$ cat src/rtl/spi_arb_pkg.sv
// Shared definitions for the SPI arbiter: FSM encoding, requester cfg field
// layout and watchdog constants. The optional WAIT watchdog is enabled by
// defining SPI_ARB_TIMEOUT_EN.
package spi_arb_pkg;

  typedef enum logic [2:0] {
    ST_IDLE  = 3'd0,
    ST_SETUP = 3'd1,
    ST_START = 3'd2,
    ST_WAIT  = 3'd3,
    ST_GAP   = 3'd4
  } arb_state_e;

  localparam int WORD_W = 16;

  // Per-requester cfg word: {divide[2:0], polarity, phase, direction}
  localparam int CFG_W         = 6;
  localparam int CFG_DIR_BIT   = 0;
  localparam int CFG_PHASE_BIT = 1;
  localparam int CFG_POL_BIT   = 2;
  localparam int CFG_DIV_LSB   = 3;
  localparam int CFG_DIV_W     = 3;

  // Wide enough for the largest chip-select setup/gap count
  localparam int GAP_CNT_W = 8;

  // Watchdog gives up after this many WAIT cycles
  localparam logic [15:0] WD_LIMIT        = 16'hFFFF;
  localparam logic [15:0] TIMEOUT_RX_WORD = 16'hFFFF;

  function automatic logic [CFG_DIV_W-1:0] cfg_divide(input logic [CFG_W-1:0] cfg);
    return cfg[CFG_DIV_LSB +: CFG_DIV_W];
  endfunction

endpackage

$ cat src/rtl/spi_arbiter_if.sv
// Bus between the arbiter and the shared spi_master. The arbiter side uses
// the master modport, the spi_master (or its model) uses the slave modport.
interface spi_arbiter_if;
  logic [15:0] m_tx_data;
  logic        m_tx_start_str;
  logic [2:0]  m_freq_divide;
  logic        m_polarity;
  logic        m_phase;
  logic        m_direction;
  logic [15:0] m_rx_data;
  logic        m_tx_done_str;
  logic        m_busy;

  modport master (
    output m_tx_data, m_tx_start_str, m_freq_divide, m_polarity, m_phase, m_direction,
    input  m_rx_data, m_tx_done_str, m_busy
  );

  modport slave (
    input  m_tx_data, m_tx_start_str, m_freq_divide, m_polarity, m_phase, m_direction,
    output m_rx_data, m_tx_done_str, m_busy
  );
endinterface

$ cat src/rtl/spi_rr_arbiter.sv
// Combinational round-robin selector: picks the first active request
// starting one position after last_grant, wrapping around.
module spi_rr_arbiter #(
  parameter  int NUM_REQ = 4,
  localparam int IDX_W   = $clog2(NUM_REQ)
) (
  input  logic [NUM_REQ-1:0] req,
  input  logic [IDX_W-1:0]   last_grant,
  output logic [IDX_W-1:0]   grant,
  output logic               valid
);

  logic [NUM_REQ-1:0] rot_s;
  int                 pos_s;
  int                 sum_s;

  // Rotate requests so bit 0 is the highest-priority position, find the first set bit
  always_comb begin
    rot_s = NUM_REQ'({req, req} >> (int'(last_grant) + 1));
    pos_s = 0;
    valid = 1'b0;
    for (int j = NUM_REQ - 1; j >= 0; j--) begin
      if (rot_s[j]) begin
        pos_s = j;
        valid = 1'b1;
      end else begin
        pos_s = pos_s;
      end
    end
    sum_s = int'(last_grant) + 1 + pos_s;
    if (sum_s >= NUM_REQ) begin
      sum_s = sum_s - NUM_REQ;
    end else begin
      sum_s = sum_s;
    end
    grant = IDX_W'(sum_s);
  end

endmodule

$ cat src/rtl/spi_arbiter.sv
// Round-robin arbiter sharing one spi_master between NUM_REQ requesters.
// Each frame: grant and latch cfg/data, hold chip select for CS_GAP cycles,
// start the master, wait for completion, then keep all selects high for
// CS_GAP cycles. Define SPI_ARB_TIMEOUT_EN to add a WAIT watchdog and the
// sticky timeout_err output.
module spi_arbiter
  import spi_arb_pkg::*;
#(
  parameter int NUM_REQ = 4,
  parameter int CS_GAP  = 4
) (
  input  logic                      clk,
  input  logic                      resetf,
  input  logic [NUM_REQ-1:0]        req,
  input  logic [WORD_W*NUM_REQ-1:0] req_tx_data,
  input  logic [CFG_W*NUM_REQ-1:0]  req_cfg,
  output logic [NUM_REQ-1:0]        done_str,
  output logic [WORD_W-1:0]         rx_word,
  output logic [NUM_REQ-1:0]        cs_n,
  output logic                      arb_busy,
  spi_arbiter_if.master             m_if
`ifdef SPI_ARB_TIMEOUT_EN
  ,
  output logic                      timeout_err
`endif
);

  localparam int                   IDX_W    = $clog2(NUM_REQ);
  localparam logic [GAP_CNT_W-1:0] GAP_LAST = GAP_CNT_W'(CS_GAP - 1);
  localparam logic [IDX_W-1:0]     LAST_RST = IDX_W'(NUM_REQ - 1);

  arb_state_e           state_q, state_d;
  logic [GAP_CNT_W-1:0] cnt_q, cnt_d;
  logic [IDX_W-1:0]     grant_q, grant_d;
  logic [IDX_W-1:0]     last_grant_q, last_grant_d;
  logic [WORD_W-1:0]    tx_data_q, tx_data_d;
  logic [CFG_W-1:0]     cfg_q, cfg_d;
  logic                 start_q, start_d;
  logic [NUM_REQ-1:0]   done_q, done_d;
  logic [WORD_W-1:0]    rx_word_q, rx_word_d;
  logic [NUM_REQ-1:0]   cs_n_q, cs_n_d;
  logic                 busy_q, busy_d;
  logic [NUM_REQ-1:0]   sel_s;
  logic [IDX_W-1:0]     rr_grant_s;
  logic                 rr_valid_s;
  logic [WORD_W-1:0]    data_arr_s [NUM_REQ];
  logic [CFG_W-1:0]     cfg_arr_s  [NUM_REQ];
`ifdef SPI_ARB_TIMEOUT_EN
  logic [15:0]          wd_q, wd_d;
  logic                 to_err_q, to_err_d;
`endif

  for (genvar i = 0; i < NUM_REQ; i++) begin : g_unpack
    assign data_arr_s[i] = req_tx_data[WORD_W*i +: WORD_W];
    assign cfg_arr_s[i]  = req_cfg[CFG_W*i +: CFG_W];
  end

  spi_rr_arbiter #(.NUM_REQ(NUM_REQ)) u_rr (
    .req        (req),
    .last_grant (last_grant_q),
    .grant      (rr_grant_s),
    .valid      (rr_valid_s)
  );

  // Next-state and registered-output logic of the frame sequencer
  always_comb begin
    state_d      = state_q;
    cnt_d        = cnt_q;
    grant_d      = grant_q;
    last_grant_d = last_grant_q;
    tx_data_d    = tx_data_q;
    cfg_d        = cfg_q;
    start_d      = 1'b0;
    done_d       = '0;
    rx_word_d    = rx_word_q;
    cs_n_d       = cs_n_q;
    sel_s        = '0;
`ifdef SPI_ARB_TIMEOUT_EN
    to_err_d     = to_err_q;
`endif
    case (state_q)
      ST_IDLE: begin
        if (rr_valid_s) begin
          sel_s[rr_grant_s] = 1'b1;
          grant_d      = rr_grant_s;
          last_grant_d = rr_grant_s;
          tx_data_d    = data_arr_s[rr_grant_s];
          cfg_d        = cfg_arr_s[rr_grant_s];
          cnt_d        = '0;
          cs_n_d       = ~sel_s;
          state_d      = ST_SETUP;
        end else begin
          cs_n_d = '1;
        end
      end
      ST_SETUP: begin
        if (cnt_q == GAP_LAST) begin
          cnt_d   = '0;
          state_d = ST_START;
        end else begin
          cnt_d = cnt_q + 8'd1;
        end
      end
      ST_START: begin
        if (!m_if.m_busy) begin
          start_d = 1'b1;
          state_d = ST_WAIT;
        end else begin
          state_d = ST_START;
        end
      end
      ST_WAIT: begin
        if (m_if.m_tx_done_str) begin
          rx_word_d        = m_if.m_rx_data;
          done_d[grant_q]  = 1'b1;
          cs_n_d           = '1;
          cnt_d            = '0;
          state_d          = ST_GAP;
        end
`ifdef SPI_ARB_TIMEOUT_EN
        else if (wd_q == WD_LIMIT - 16'd1) begin
          rx_word_d        = TIMEOUT_RX_WORD;
          done_d[grant_q]  = 1'b1;
          to_err_d         = 1'b1;
          cs_n_d           = '1;
          cnt_d            = '0;
          state_d          = ST_GAP;
        end
`endif
        else begin
          state_d = ST_WAIT;
        end
      end
      ST_GAP: begin
        cs_n_d = '1;
        if (cnt_q == GAP_LAST) begin
          cnt_d   = '0;
          state_d = ST_IDLE;
        end else begin
          cnt_d = cnt_q + 8'd1;
        end
      end
      default: begin
        cs_n_d  = '1;
        cnt_d   = '0;
        state_d = ST_IDLE;
      end
    endcase
    busy_d = (state_d != ST_IDLE);
  end

`ifdef SPI_ARB_TIMEOUT_EN
  // Watchdog counts consecutive WAIT cycles, cleared whenever WAIT is left or entered
  always_comb begin
    if ((state_q == ST_WAIT) && (state_d == ST_WAIT)) begin
      wd_d = wd_q + 16'd1;
    end else begin
      wd_d = 16'd0;
    end
  end
`endif

  // State and output registers; reset releases all chip selects immediately
  always_ff @(posedge clk or negedge resetf) begin
    if (!resetf) begin
      state_q      <= ST_IDLE;
      cnt_q        <= '0;
      grant_q      <= '0;
      last_grant_q <= LAST_RST;
      tx_data_q    <= '0;
      cfg_q        <= '0;
      start_q      <= 1'b0;
      done_q       <= '0;
      rx_word_q    <= '0;
      cs_n_q       <= '1;
      busy_q       <= 1'b0;
`ifdef SPI_ARB_TIMEOUT_EN
      wd_q         <= '0;
      to_err_q     <= 1'b0;
`endif
    end else begin
      state_q      <= state_d;
      cnt_q        <= cnt_d;
      grant_q      <= grant_d;
      last_grant_q <= last_grant_d;
      tx_data_q    <= tx_data_d;
      cfg_q        <= cfg_d;
      start_q      <= start_d;
      done_q       <= done_d;
      rx_word_q    <= rx_word_d;
      cs_n_q       <= cs_n_d;
      busy_q       <= busy_d;
`ifdef SPI_ARB_TIMEOUT_EN
      wd_q         <= wd_d;
      to_err_q     <= to_err_d;
`endif
    end
  end

  assign done_str              = done_q;
  assign rx_word               = rx_word_q;
  assign cs_n                  = cs_n_q;
  assign arb_busy              = busy_q;
  assign m_if.m_tx_data        = tx_data_q;
  assign m_if.m_tx_start_str   = start_q;
  assign m_if.m_freq_divide    = cfg_divide(cfg_q);
  assign m_if.m_polarity       = cfg_q[CFG_POL_BIT];
  assign m_if.m_phase          = cfg_q[CFG_PHASE_BIT];
  assign m_if.m_direction      = cfg_q[CFG_DIR_BIT];
`ifdef SPI_ARB_TIMEOUT_EN
  assign timeout_err           = to_err_q;
`endif

endmodule

$ cat src/flat_wrapper.sv
// flat-port wrapper written by rule: the top's interface ports become plain ports
module spi_arbiter_flat import spi_arb_pkg::*;
#(
  parameter int NUM_REQ = 4,
  parameter int CS_GAP  = 4
)
  (clk, resetf, req, req_tx_data, req_cfg, done_str, rx_word, cs_n, arb_busy, m_if_m_tx_data, m_if_m_tx_start_str, m_if_m_freq_divide, m_if_m_polarity, m_if_m_phase, m_if_m_direction, m_if_m_rx_data, m_if_m_tx_done_str, m_if_m_busy);
  spi_arbiter_if m_if_i ();
  input  logic clk;
  input  logic resetf;
  input  logic [NUM_REQ-1:0] req;
  input  logic [WORD_W*NUM_REQ-1:0] req_tx_data;
  input  logic [CFG_W*NUM_REQ-1:0] req_cfg;
  output logic [NUM_REQ-1:0] done_str;
  output logic [WORD_W-1:0] rx_word;
  output logic [NUM_REQ-1:0] cs_n;
  output logic arb_busy;
  output wire logic [$bits(m_if_i.m_tx_data)-1:0] m_if_m_tx_data;
  output wire logic [$bits(m_if_i.m_tx_start_str)-1:0] m_if_m_tx_start_str;
  output wire logic [$bits(m_if_i.m_freq_divide)-1:0] m_if_m_freq_divide;
  output wire logic [$bits(m_if_i.m_polarity)-1:0] m_if_m_polarity;
  output wire logic [$bits(m_if_i.m_phase)-1:0] m_if_m_phase;
  output wire logic [$bits(m_if_i.m_direction)-1:0] m_if_m_direction;
  input wire logic [$bits(m_if_i.m_rx_data)-1:0] m_if_m_rx_data;
  input wire logic [$bits(m_if_i.m_tx_done_str)-1:0] m_if_m_tx_done_str;
  input wire logic [$bits(m_if_i.m_busy)-1:0] m_if_m_busy;
  assign m_if_m_tx_data = m_if_i.m_tx_data;
  assign m_if_m_tx_start_str = m_if_i.m_tx_start_str;
  assign m_if_m_freq_divide = m_if_i.m_freq_divide;
  assign m_if_m_polarity = m_if_i.m_polarity;
  assign m_if_m_phase = m_if_i.m_phase;
  assign m_if_m_direction = m_if_i.m_direction;
  assign m_if_i.m_rx_data = m_if_m_rx_data;
  assign m_if_i.m_tx_done_str = m_if_m_tx_done_str;
  assign m_if_i.m_busy = m_if_m_busy;
  spi_arbiter #(.NUM_REQ(NUM_REQ), .CS_GAP(CS_GAP)) u_core (.clk(clk), .resetf(resetf), .req(req), .req_tx_data(req_tx_data), .req_cfg(req_cfg), .done_str(done_str), .rx_word(rx_word), .cs_n(cs_n), .arb_busy(arb_busy), .m_if(m_if_i));
endmodule
$ cat config.mk
export PLATFORM = sky130hd
export DESIGN_NAME = spi_arbiter_flat
export DESIGN_NICKNAME = d
export VERILOG_FILES = /design/src/rtl/spi_arb_pkg.sv /design/src/rtl/spi_arbiter_if.sv /design/src/rtl/spi_rr_arbiter.sv /design/src/rtl/spi_arbiter.sv /design/src/flat_wrapper.sv
export SDC_FILE = /design/constraint.sdc
export NUM_CORES = 1
export LEC_CHECK = 0
export CAP_MARGIN = 15
export CELL_PAD_IN_SITES_DETAIL_PLACEMENT = 0
export CELL_PAD_IN_SITES_GLOBAL_PLACEMENT = 2
export CORE_UTILIZATION = 24
export CTS_CLUSTER_DIAMETER = 50
export DETAILED_ROUTE_END_ITERATION = 7
export PLACE_DENSITY = 0.89
export SLEW_MARGIN = 25
export SYNTH_ARGS = -nofsm -noshare
export SYNTH_HDL_FRONTEND = slang
export SYNTH_SLANG_ARGS = --single-unit
$ cat constraint.sdc
create_clock -name clk -period 3.3 [get_ports clk]
set_input_delay 0.33 -clock clk [delete_from_list [all_inputs] [get_ports clk]]
set_output_delay 0.33 -clock clk [all_outputs]
set_load 0.03 [all_outputs]
==> results of run 1 <==
sequential cells by signal, indices dropped and copies added (netlist names):
register	cells
u_core.arb_busy	1
u_core.cfg_q	6
u_core.cnt_q	8
u_core.cs_n	4
u_core.done_str	4
u_core.grant_q	2
u_core.last_grant_q	2
u_core.m_if.m_tx_data	16
u_core.m_if.m_tx_start_str	1
u_core.rx_word	16
u_core.state_q	3
through the flow:
step	utilization (%)	hold WS (ns)	cells
global route	39.23	0.4960	737
floorplan	-	0.03441	394
detailed placement	37.07	0.3288	719
global placement	37.07	0.3209	719
finish	39.23	0.4729	737
CTS	39.09	0.4763	736
what timing repair did:
item | CTS | global route
hold buffers | 1 | 0
hold endpoints to repair | 20 | 0
buffers inserted | 0 | 0
endpoints found under the setup margin | 0 | 2
gates resized for setup | 0 | 2
final timing paths:
| kind | from | endpoint | slack, ns | depth (start not counted) |
|---|---|---|---|---|
| max reg2reg | u_core.last_grant_q[1]$_DFFE_PN1P_ | u_core.cfg_q[5]$_DFFE_PN0P_ | 0.41 | 12 |
| min in group asynchronous | resetf | u_core.rx_word[4]$_DFFE_PN0P_ | 0.50 | 2 |
| min reg2reg | u_core.m_if.m_tx_data[2]$_DFFE_PN0P_ | u_core.m_if.m_tx_data[2]$_DFFE_PN0P_ | 0.47 | 2 |
| max in group asynchronous | resetf | u_core.m_if.m_tx_data[2]$_DFFE_PN0P_ | 1.84 | 3 |
| max | u_core.last_grant_q[1]$_DFFE_PN1P_ | u_core.cfg_q[5]$_DFFE_PN0P_ | 0.41 | 12 |
| min | u_core.m_if.m_tx_data[2]$_DFFE_PN0P_ | u_core.m_if.m_tx_data[2]$_DFFE_PN0P_ | 0.47 | 2 |
synthesized netlist by cell type, drive strengths merged (2+ instances only):
library cell / number / area (sq um)
nor4: 3 / 40.04
clkbuf: 20 / 75.07
dfrtp: 57 / 1426
and3: 5 / 31.28
o21a: 2 / 15.01
nand3: 2 / 10.01
ha: 2 / 25.02
or2: 2 / 12.51
nor2b: 46 / 287.8
o22a: 2 / 17.52
o31ai: 24 / 193.9
nor2: 14 / 55.06
a2111oi: 22 / 200.2
a21oi: 5 / 25.02
nand2: 85 / 319.1
xor2: 2 / 17.52
nand2b: 8 / 50.05
dfstp: 6 / 157.7
a31oi: 2 / 27.53
or4: 2 / 18.77
xnor2: 4 / 42.55
o21ai: 18 / 90.08
a221oi: 22 / 192.7
o32a: 2 / 20.02
buf: 13 / 91.33
nor3: 5 / 25.02
inv: 7 / 26.28
cells in the final DEF (no fill, tap or decap), types with 3 or more instances in the layout:
master	count
a2111oi_0	15
a2111oi_1	7
a21oi_1	5
a221oi_1	22
and3_1	5
buf_12	3
buf_4	12
clkbuf_16	9
clkdlybuf4s50_1	158
clkinv_4	3
dfrtp_1	57
dfstp_2	6
inv_1	7
nand2_1	85
nand2b_1	8
nor2_1	13
nor2b_1	46
nor3_1	5
o21ai_0	17
o31ai_1	23
cells by family (layout without fill, tap and decap cells):
kind of cell               Yosys count  count (layout)  share of synthesized area, %
buffers and inverters               41             200                         5.451
xor gates and xnor gates             6               6                         1.667
AOI/OAI and AO/OA                  105             105                         23.40
DFF                                 63              63                         43.96
adders and majority gates            2               2                        0.6943
muxes                                1               1                        0.2778
and+or+nand+nor                    176             176                         24.55
metal layers:
| layer | vias up | track usage, % | part of all wire [%] |
|---|---|---|---|
| met5 | - | 0 | 0 |
| met4 | 0 | 5.882 | 2.3 |
| met3 | 17 | 2.878 | 3.8 |
| met2 | 100 | 24.50 | 47 |
| met1 | 1702 | 19.38 | 47 |
| li1 | 1731 | - | - |
critical path, stage by stage, from the launching register on:
cell	delay [ns]
dfstp_2	0.66
nand2b_1	0.16
a21oi_1	0.07
nor2_1	0.08
a21oi_1	0.05
a21oi_1	0.19
ha_2	0.22
xnor2_2	0.09
xnor2_1	0.34
a31oi_4	0.07
buf_12	0.17
a2111oi_0	0.52
o31ai_1	0.12
power breakdown:
group          switching [mW]  leakage, nW  internal, mW
sequential              0.218        0.786          1.10
clock                   0.363        0.135         0.530
combinational            2.24         1.40          1.59
cell type report:
| type | instances | area [sq um] |
|---|---|---|
| Clock inverter | 6 | 46.29 |
| Multi-Input combinational cell | 290 | 1836 |
| Fill cell | 1420 | 8866 |
| Inverter | 8 | 30.03 |
| Sequential cell | 63 | 1584 |
| Tap cell | 184 | 230.2 |
| Clock buffer | 10 | 239.0 |
| Timing Repair Buffer | 176 | 1758 |
==> results by group, run 1 <==
Outcome
  – Status: complete, no violations

Setup path
  – CP required: 3.50 ns
  – Setup CP Type: reg2reg
  – CP Launch Type: flip-flop
  – Crit path DAT: 3.09 ns
  – CP endpoint kind: flip-flop
  – Crit Path Max Fanout: 23

Floorplanning
  – CORE AREA: 14590 sq um
  – IO Pins: 160
  – Die ar.: 15510 sq um
  – Die Y: 124.5 um
  – Die extent in x: 124.5 um
  – Rows: 44
  – Initial cell density of the core: 24.70%

Route
  – Drt first pass iters: 4
  – DR vias: 3550
  – Antenna Nets Post-Route: 0
  – DR vias/cell: 4.817
  – Wirelength, routed: 11.20 mm
  – DRC errors left: 0
  – Post-DR wirelength/cell: 15.19 um
  – Initial detailed-routing violation count: 149

Logic synthesis
  – Cell variety after synth: 51
  – Syn_area_per_cell: 9.146 sq um
  – EDFF count, synth: 0
  – Seq/Total Area, Yosys: 43.96%
  – Post-Syn Instances: 394
  – Yosys warns: 0
  – Main synth FF type: dfrtp_1
  – Async S/R FF share, synth: 100.0%
  – Syn Nets: 508
  – Post-synthesis cell area: 3603 sq um
  – Synthesized flop and latch total: 63

Cells and area
  – Antenna diode count: 0
  – Fin area: 5723 sq um
  – Nets: 662
  – Synth-to-Final Area Change: 58.82%
  – Layout cell share with drive strength beyond 1: 9.765%

Clock network
  – CTS buffer count: 9
  – H-tree depth: 3
  – Skew-Pair Late Insertion Delay: 0.33 ns
  – Root Buffer: clkbuf_16
  – Deepest clock path buffer count: 2
  – # clock sinks: 63
  – CTS tree: yes
  – CTS clock-pin slew for the worst setup and hold paths: 0.05 ns

Power and ir drop
  – Overall Power: 6.045 mW
  – Leakage power: 2.321 nW
  – Power per cell area: 1056 nW/um^2
  – Max VDD drop: 0.6303 mV

Place
  – IO buf count: 159
  – Place WS: 0.04233 ns
  – Placed wire-length estimate: 8.150 mm
  – Placer Congestion: 0.7470
  – DP Area: 5408 sq um

Global route
  – Pin count of the biggest net entering global routing: 44
  – Tot GR Track Use: 14.98%
  – Vias in the first global route: 3596
  – First-pass GRT wire length: 18.47 mm
  – Total grt overflow: 0
  – Initial antenna violation count: 0

STA
  – Final Cycle Share: 87.69%
  – RSZ-0062 raised after global routing: no
  – Slew Viols, Final: 0
  – Post-route minimum period: 2.894 ns
  – Max frequency: 345.6 MHz
  – Slew margin rel.: 55.69%
  – Worst Clk Skew: 0.006237 ns
  – Final Hold Vio Count: 0
  – Measured slew at the worst slew-check pin: 0.6635 ns
  – Setup violators final: 0
  – Setup ws final: 0.4062 ns
  – Setup TNS: 0 ns

Hold path
  – Hold Path Class: reg2reg

Job
  – # Max-Cap Violations: 0
Power figures use the tool's default switching activity.
==> run 2: changes to the inputs <==
--- a/config.mk
+++ b/config.mk
@@ -11,7 +11,8 @@
 export CORE_UTILIZATION = 24
 export CTS_CLUSTER_DIAMETER = 50
 export DETAILED_ROUTE_END_ITERATION = 7
-export PLACE_DENSITY = 0.89
+export HOLD_SLACK_MARGIN = 0.02
+export PLACE_DENSITY_LB_ADDON = 0.1
 export SLEW_MARGIN = 25
 export SYNTH_ARGS = -nofsm -noshare
 export SYNTH_HDL_FRONTEND = slang
==> results by group, run 2 (synthesis gave the netlist of run 1 again) <==
Setup path
  – Reg2reg path depth: 12
  – Crit path top cell by count: a21oi_1
  – FF-to-FF End: u_core.cfg_q[1]$_DFFE_PN0P_
  – Crit-path cells: nand2b_1 > a21oi_1 > nor2_1 > a21oi_1 > a21oi_1 > ha_2 > xnor2_2 > xnor2_1 > o31ai_4 > buf_4 > a221oi_1 > o31ai_1
  – Crit Reg-Reg Startpoint: u_core.last_grant_q[1]$_DFFE_PN1P_
  – Bufs and invs on worst path: 1
  – CP Launch Type: flip-flop
  – Crit path DAT: 3.22 ns
  – Cell family with most CP delay: compound AO/OA/AOI/OAI gates
  – CP required: 3.49 ns
  – Max stage delay on crit path: 0.66 ns
  – Crit Path Max Fanout: 16
  – Flop2flop setup slack: 0.28 ns
  – Slowest CP cell: dfstp_2
  – CP endpoint kind: flip-flop
  – Setup CP Type: reg2reg

STA
  – Max frequency: 330.6 MHz
  – Hold_ws: 0.4689 ns
  – Measured slew at the worst slew-check pin: 0.7952 ns
  – Setup ws final: 0.2751 ns
  – Setup TNS: 0 ns
  – Slew margin rel.: 46.98%
  – Final Hold Vio Count: 0
  – RSZ-0062 raised after global routing: no
  – Setup violators final: 0
  – Slew Viols, Final: 0
  – Final Cycle Share: 91.66%
  – Post-route minimum period: 3.025 ns
  – Worst Clk Skew: 0.009729 ns

Cells and area
  – Synth-to-Final Area Change: 59.27%
  – Layout cell share with drive strength beyond 1: 8.909%
  – Most common cell after layout, fill and taps aside: clkdlybuf4s50_1
  – Nets: 660
  – Most frequent cells in the layout: clkdlybuf4s50_1 (158), nand2_1 (85), dfrtp_1 (57)
  – Fin area: 5739 sq um
  – Antenna diode count: 0

Clock network
  – Resized Gates After CTS: 0
  – CTS clock-pin slew for the worst setup and hold paths: 0.06 ns
  – CTS buffer count: 9
  – Root Buffer: clkbuf_16
  – Skew-Pair Late Insertion Delay: 0.33 ns
  – Deepest clock path buffer count: 2
  – # clock sinks: 63
  – H-tree depth: 3
  – Post-CTS Hold Buffers: 1
  – CTS tree: yes
  – Post-CTS Setup Inserts: 0

Route
  – Drt first pass iters: 4
  – Antenna Nets Post-Route: 0
  – DRC errors left: 0
  – Initial detailed-routing violation count: 163
  – Wirelength, routed: 11.50 mm
  – Post-DR wirelength/cell: 15.67 um
  – DR vias/cell: 4.631
  – DR vias: 3399

Global route
  – Pin count of the biggest net entering global routing: 44
  – Vias in the first global route: 3419
  – Tot GR Track Use: 15.40%
  – Initial antenna violation count: 0
  – First-pass GRT wire length: 18.64 mm
  – Total grt overflow: 0

Power and ir drop
  – Leakage power: 2.312 nW
  – Overall Power: 6.112 mW
  – Max VDD drop: 0.5362 mV
  – Power per cell area: 1065 nW/um^2

Place
  – Placer Congestion: 0.7537
  – IO buf count: 159
  – Place WS: 0.08688 ns
  – Placed wire-length estimate: 8.316 mm
  – DP Area: 5440 sq um

Outcome
  – Status: complete, no violations

Floorplanning
  – CORE AREA: 14590 sq um
  – Die ar.: 15510 sq um
  – Die Y: 124.5 um
  – Initial cell density of the core: 24.70%
  – Die extent in x: 124.5 um
  – Rows: 44
  – IO Pins: 160

Hold path
  – HP Start: u_core.rx_word[7]$_DFFE_PN0P_
  – Worst hold stages: 2
  – Hold worst-path end: u_core.rx_word[7]$_DFFE_PN0P_
  – Hold Path Class: reg2reg

Job
  – # Max-Cap Violations: 0
## run 2: cell types whose count changed in the layout (fill, tap and decap cells not counted), sizes merged
cell,delta
buf,-2
bufinv,+1
clkinv,-4
clkinvlp,+2
## run 2: final cells by class
class | instances | area, sq um
clock inverter | 5 | 60.06
clock buffer | 10 | 229.0
fill | 1434 | 8850
sequential | 63 | 1584
multi-input combinational | 290 | 1827
timing repair buffer | 174 | 1779
tap | 184 | 230.2
inverter | 8 | 30.03
## run 2: through the flow
stage / util, % / cells
global placement: 37.27 / 718
global route: 39.34 / 734
detailed placement: 37.29 / 718
floorplan: - / 394
finish: 39.34 / 734
CTS: 39.34 / 734
## run 2: how the worst max path moves through the flow
stage,from,end,depth (start not counted)
after floorplan,u_core.last_grant_q[1]$_DFFE_PN1P_,u_core.cfg_q[0]$_DFFE_PN0P_,13
after global placement,req[1],u_core.m_if.m_tx_data[0]$_DFFE_PN0P_,13
after detailed placement,req[1],u_core.cfg_q[1]$_DFFE_PN0P_,13
after CTS,u_core.last_grant_q[1]$_DFFE_PN1P_,u_core.cfg_q[1]$_DFFE_PN0P_,12
after global routing,u_core.last_grant_q[1]$_DFFE_PN1P_,u_core.cfg_q[1]$_DFFE_PN0P_,12
final,u_core.last_grant_q[1]$_DFFE_PN1P_,u_core.cfg_q[1]$_DFFE_PN0P_,12
## run 2: worst reg2reg max path: cells and delay by family, from the launching register on
kind	cells	cell delay, ns
buffers and inverters	1	0.26
xor gates and xnor gates	2	0.49
AOI/OAI and AO/OA	6	1.02
DFF	1	0.66
adders and majority gates	1	0.22
and+or+nand+nor	2	0.24
## run 2: routing by layer
| layer | part of all wire (%) | vias up | global-route usage (%) |
|---|---|---|---|
| li1 | - | 1723 | - |
| met5 | 0 | - | 0 |
| met3 | 6.0 | 9 | 4.768 |
| met1 | 45 | 1562 | 19.90 |
| met2 | 47 | 105 | 24.24 |
| met4 | 1.4 | 0 | 5.174 |
## run 2: where the power goes
group	internal (mW)	switching (mW)
combinational	1.63	2.24
sequential	1.10	0.211
clock	0.580	0.343
==> run 3: changes to the inputs <==
--- a/config.mk
+++ b/config.mk
@@ -13,7 +13,8 @@
 export DETAILED_ROUTE_END_ITERATION = 7
 export HOLD_SLACK_MARGIN = 0.02
 export PLACE_DENSITY_LB_ADDON = 0.1
-export SLEW_MARGIN = 25
+export SLEW_MARGIN = 20
 export SYNTH_ARGS = -nofsm -noshare
 export SYNTH_HDL_FRONTEND = slang
 export SYNTH_SLANG_ARGS = --single-unit
+export TNS_END_PERCENT = 10
==> results by group, run 3 (synthesis gave the netlist of run 1 again) <==
Route
  – DRC errors left: 0
  – Post-DR wirelength/cell: 15.69 um
  – DR vias/cell: 4.676
  – Drt first pass iters: 5
  – DR vias: 3432
  – Wirelength, routed: 11.51 mm
  – Antenna Nets Post-Route: 0
  – Initial detailed-routing violation count: 176

Clock network
  – Resized Gates After CTS: 0
  – Post-CTS Hold Buffers: 0
  – Root Buffer: clkbuf_16
  – CTS tree: yes
  – Skew-Pair Late Insertion Delay: 0.33 ns
  – Deepest clock path buffer count: 2
  – CTS clock-pin slew for the worst setup and hold paths: 0.06 ns
  – CTS buffer count: 9
  – H-tree depth: 3
  – Post-CTS Setup Inserts: 0
  – # clock sinks: 63

Job
  – # Max-Cap Violations: 0

STA
  – Setup TNS: 0 ns
  – Post-route minimum period: 2.964 ns
  – Worst Clk Skew: 0.009359 ns
  – Max frequency: 337.4 MHz
  – Slew Viols, Final: 0
  – Setup ws final: 0.3358 ns
  – Slew margin rel.: 48.59%
  – Setup violators final: 0
  – RSZ-0062 raised after global routing: no
  – Measured slew at the worst slew-check pin: 0.7711 ns
  – Final Cycle Share: 89.82%
  – Hold_ws: -0.004775 ns
  – Final Hold Vio Count: 4

Global route
  – Busiest grt layer: met2
  – Met3 usage: 3.737%
  – Initial antenna violation count: 0
  – Vias in the first global route: 3454
  – Met2 Use GR: 24.67%
  – Pin count of the biggest net entering global routing: 44
  – Total grt overflow: 0
  – M1 GR Usage: 20.03%
  – Tot GR Track Use: 15.51%
  – First-pass GRT wire length: 18.77 mm

Place
  – DP Area: 5438 sq um
  – Placer Congestion: 0.7537
  – Place WS: 0.08266 ns
  – Cells after DPL: 718
  – IO buf count: 159
  – Placed wire-length estimate: 8.350 mm

Setup path
  – Reg2reg path depth: 12
  – Flop2flop setup slack: 0.34 ns
  – Crit Reg-Reg Startpoint: u_core.last_grant_q[1]$_DFFE_PN1P_
  – FF-to-FF End: u_core.cfg_q[1]$_DFFE_PN0P_
  – Setup CP Type: reg2reg
  – CP endpoint kind: flip-flop
  – Crit path DAT: 3.16 ns
  – CP Launch Type: flip-flop
  – CP required: 3.50 ns
  – Crit Path Max Fanout: 16

Floorplanning
  – Rows: 44
  – Die ar.: 15510 sq um
  – IO Pins: 160
  – CORE AREA: 14590 sq um
  – Die extent in x: 124.5 um
  – Initial cell density of the core: 24.70%
  – Die Y: 124.5 um

Cells and area
  – Nets: 659
  – Fin area: 5748 sq um
  – Layout cell share with drive strength beyond 1: 8.909%
  – Antenna diode count: 0
  – Most common cell after layout, fill and taps aside: clkdlybuf4s50_1
  – Synth-to-Final Area Change: 59.51%
  – Final instance count without filler cells: 734
  – Most frequent cells in the layout: clkdlybuf4s50_1 (158), nand2_1 (85), dfrtp_1 (57)
  – Post-layout util: 39.40%

Power and ir drop
  – Overall Power: 6.179 mW
  – Power per cell area: 1075 nW/um^2
  – Net Switching: 2.789 mW
  – Internal power: 3.391 mW
  – Max VDD drop: 0.5291 mV
  – Sequential share of power: 21.3%
  – Leakage power: 2.335 nW
  – Sw Share: 45.13%
  – Clock Power Share: 16.2%
  – Comb power frac: 62.5%

Outcome
  – Status: finished, violations left
  – Failing checks: negative hold slack

Hold path
  – Hold Path Class: in2async
[run 3: cell count changes in the layout (fill, tap and decap cells not counted), sizes merged]
cell / change
clkbuf: +1
dlygate4sd3: -1
bufinv: +1
clkinvlp: -4
clkinv: +3
[run 3: final cells by class]
type / count / area [sq um]
Clock inverter: 5 / 75.07
Fill cell: 1443 / 8841
Multi-Input combinational cell: 290 / 1827
Clock buffer: 11 / 232.7
Sequential cell: 63 / 1584
Timing Repair Buffer: 173 / 1769
Inverter: 8 / 30.03
Tap cell: 184 / 230.2
[run 3: worst max-delay path by stage]
stage	slack, ns	start	endpoint	cells past startpoint
2_1_floorplan	0.80	u_core.last_grant_q[1]$_DFFE_PN1P_	u_core.cfg_q[0]$_DFFE_PN0P_	13
5_1_grt	0.01	u_core.last_grant_q[1]$_DFFE_PN1P_	u_core.cfg_q[1]$_DFFE_PN0P_	12
4_1_cts	0.32	u_core.last_grant_q[1]$_DFFE_PN1P_	u_core.cfg_q[1]$_DFFE_PN0P_	12
3_3_place_gp	0.14	req[1]	u_core.m_if.m_tx_data[0]$_DFFE_PN0P_	13
3_5_place_dp	0.08	req[1]	u_core.cfg_q[1]$_DFFE_PN0P_	13
6_report	0.34	u_core.last_grant_q[1]$_DFFE_PN1P_	u_core.cfg_q[1]$_DFFE_PN0P_	12
[run 3: critical path, cell delays in order, from the launching register on]
cell and delay, ns:
dfstp_2 0.65, nand2b_1 0.16, a21oi_1 0.07, nor2_1 0.08, a21oi_1 0.05, a21oi_1 0.17, ha_2 0.21, xnor2_2 0.08
xnor2_1 0.41, o31ai_4 0.31, buf_4 0.25, a221oi_1 0.27, o31ai_1 0.12
[run 3: power by group through the flow]
| stage | Clock, mW | Sequential, mW | Combinational, mW |
|---|---|---|---|
| floorplan | 0 | 1.73 | 2.11 |
| global placement | 0 | 1.33 | 3.89 |
| detailed placement | 0 | 1.33 | 3.92 |
| CTS | 1.04 | 1.32 | 3.93 |
| global route | 1.07 | 1.37 | 4.27 |
| finish | 1.00 | 1.32 | 3.86 |
[run 3: metal layers]
metal	up-vias	share of wire [%]	wire (um)
li1	1721	-	-
met1	1590	45	5202
met2	105	47	5410
met3	16	5.8	662
met4	0	2.0	236
met5	-	0	0
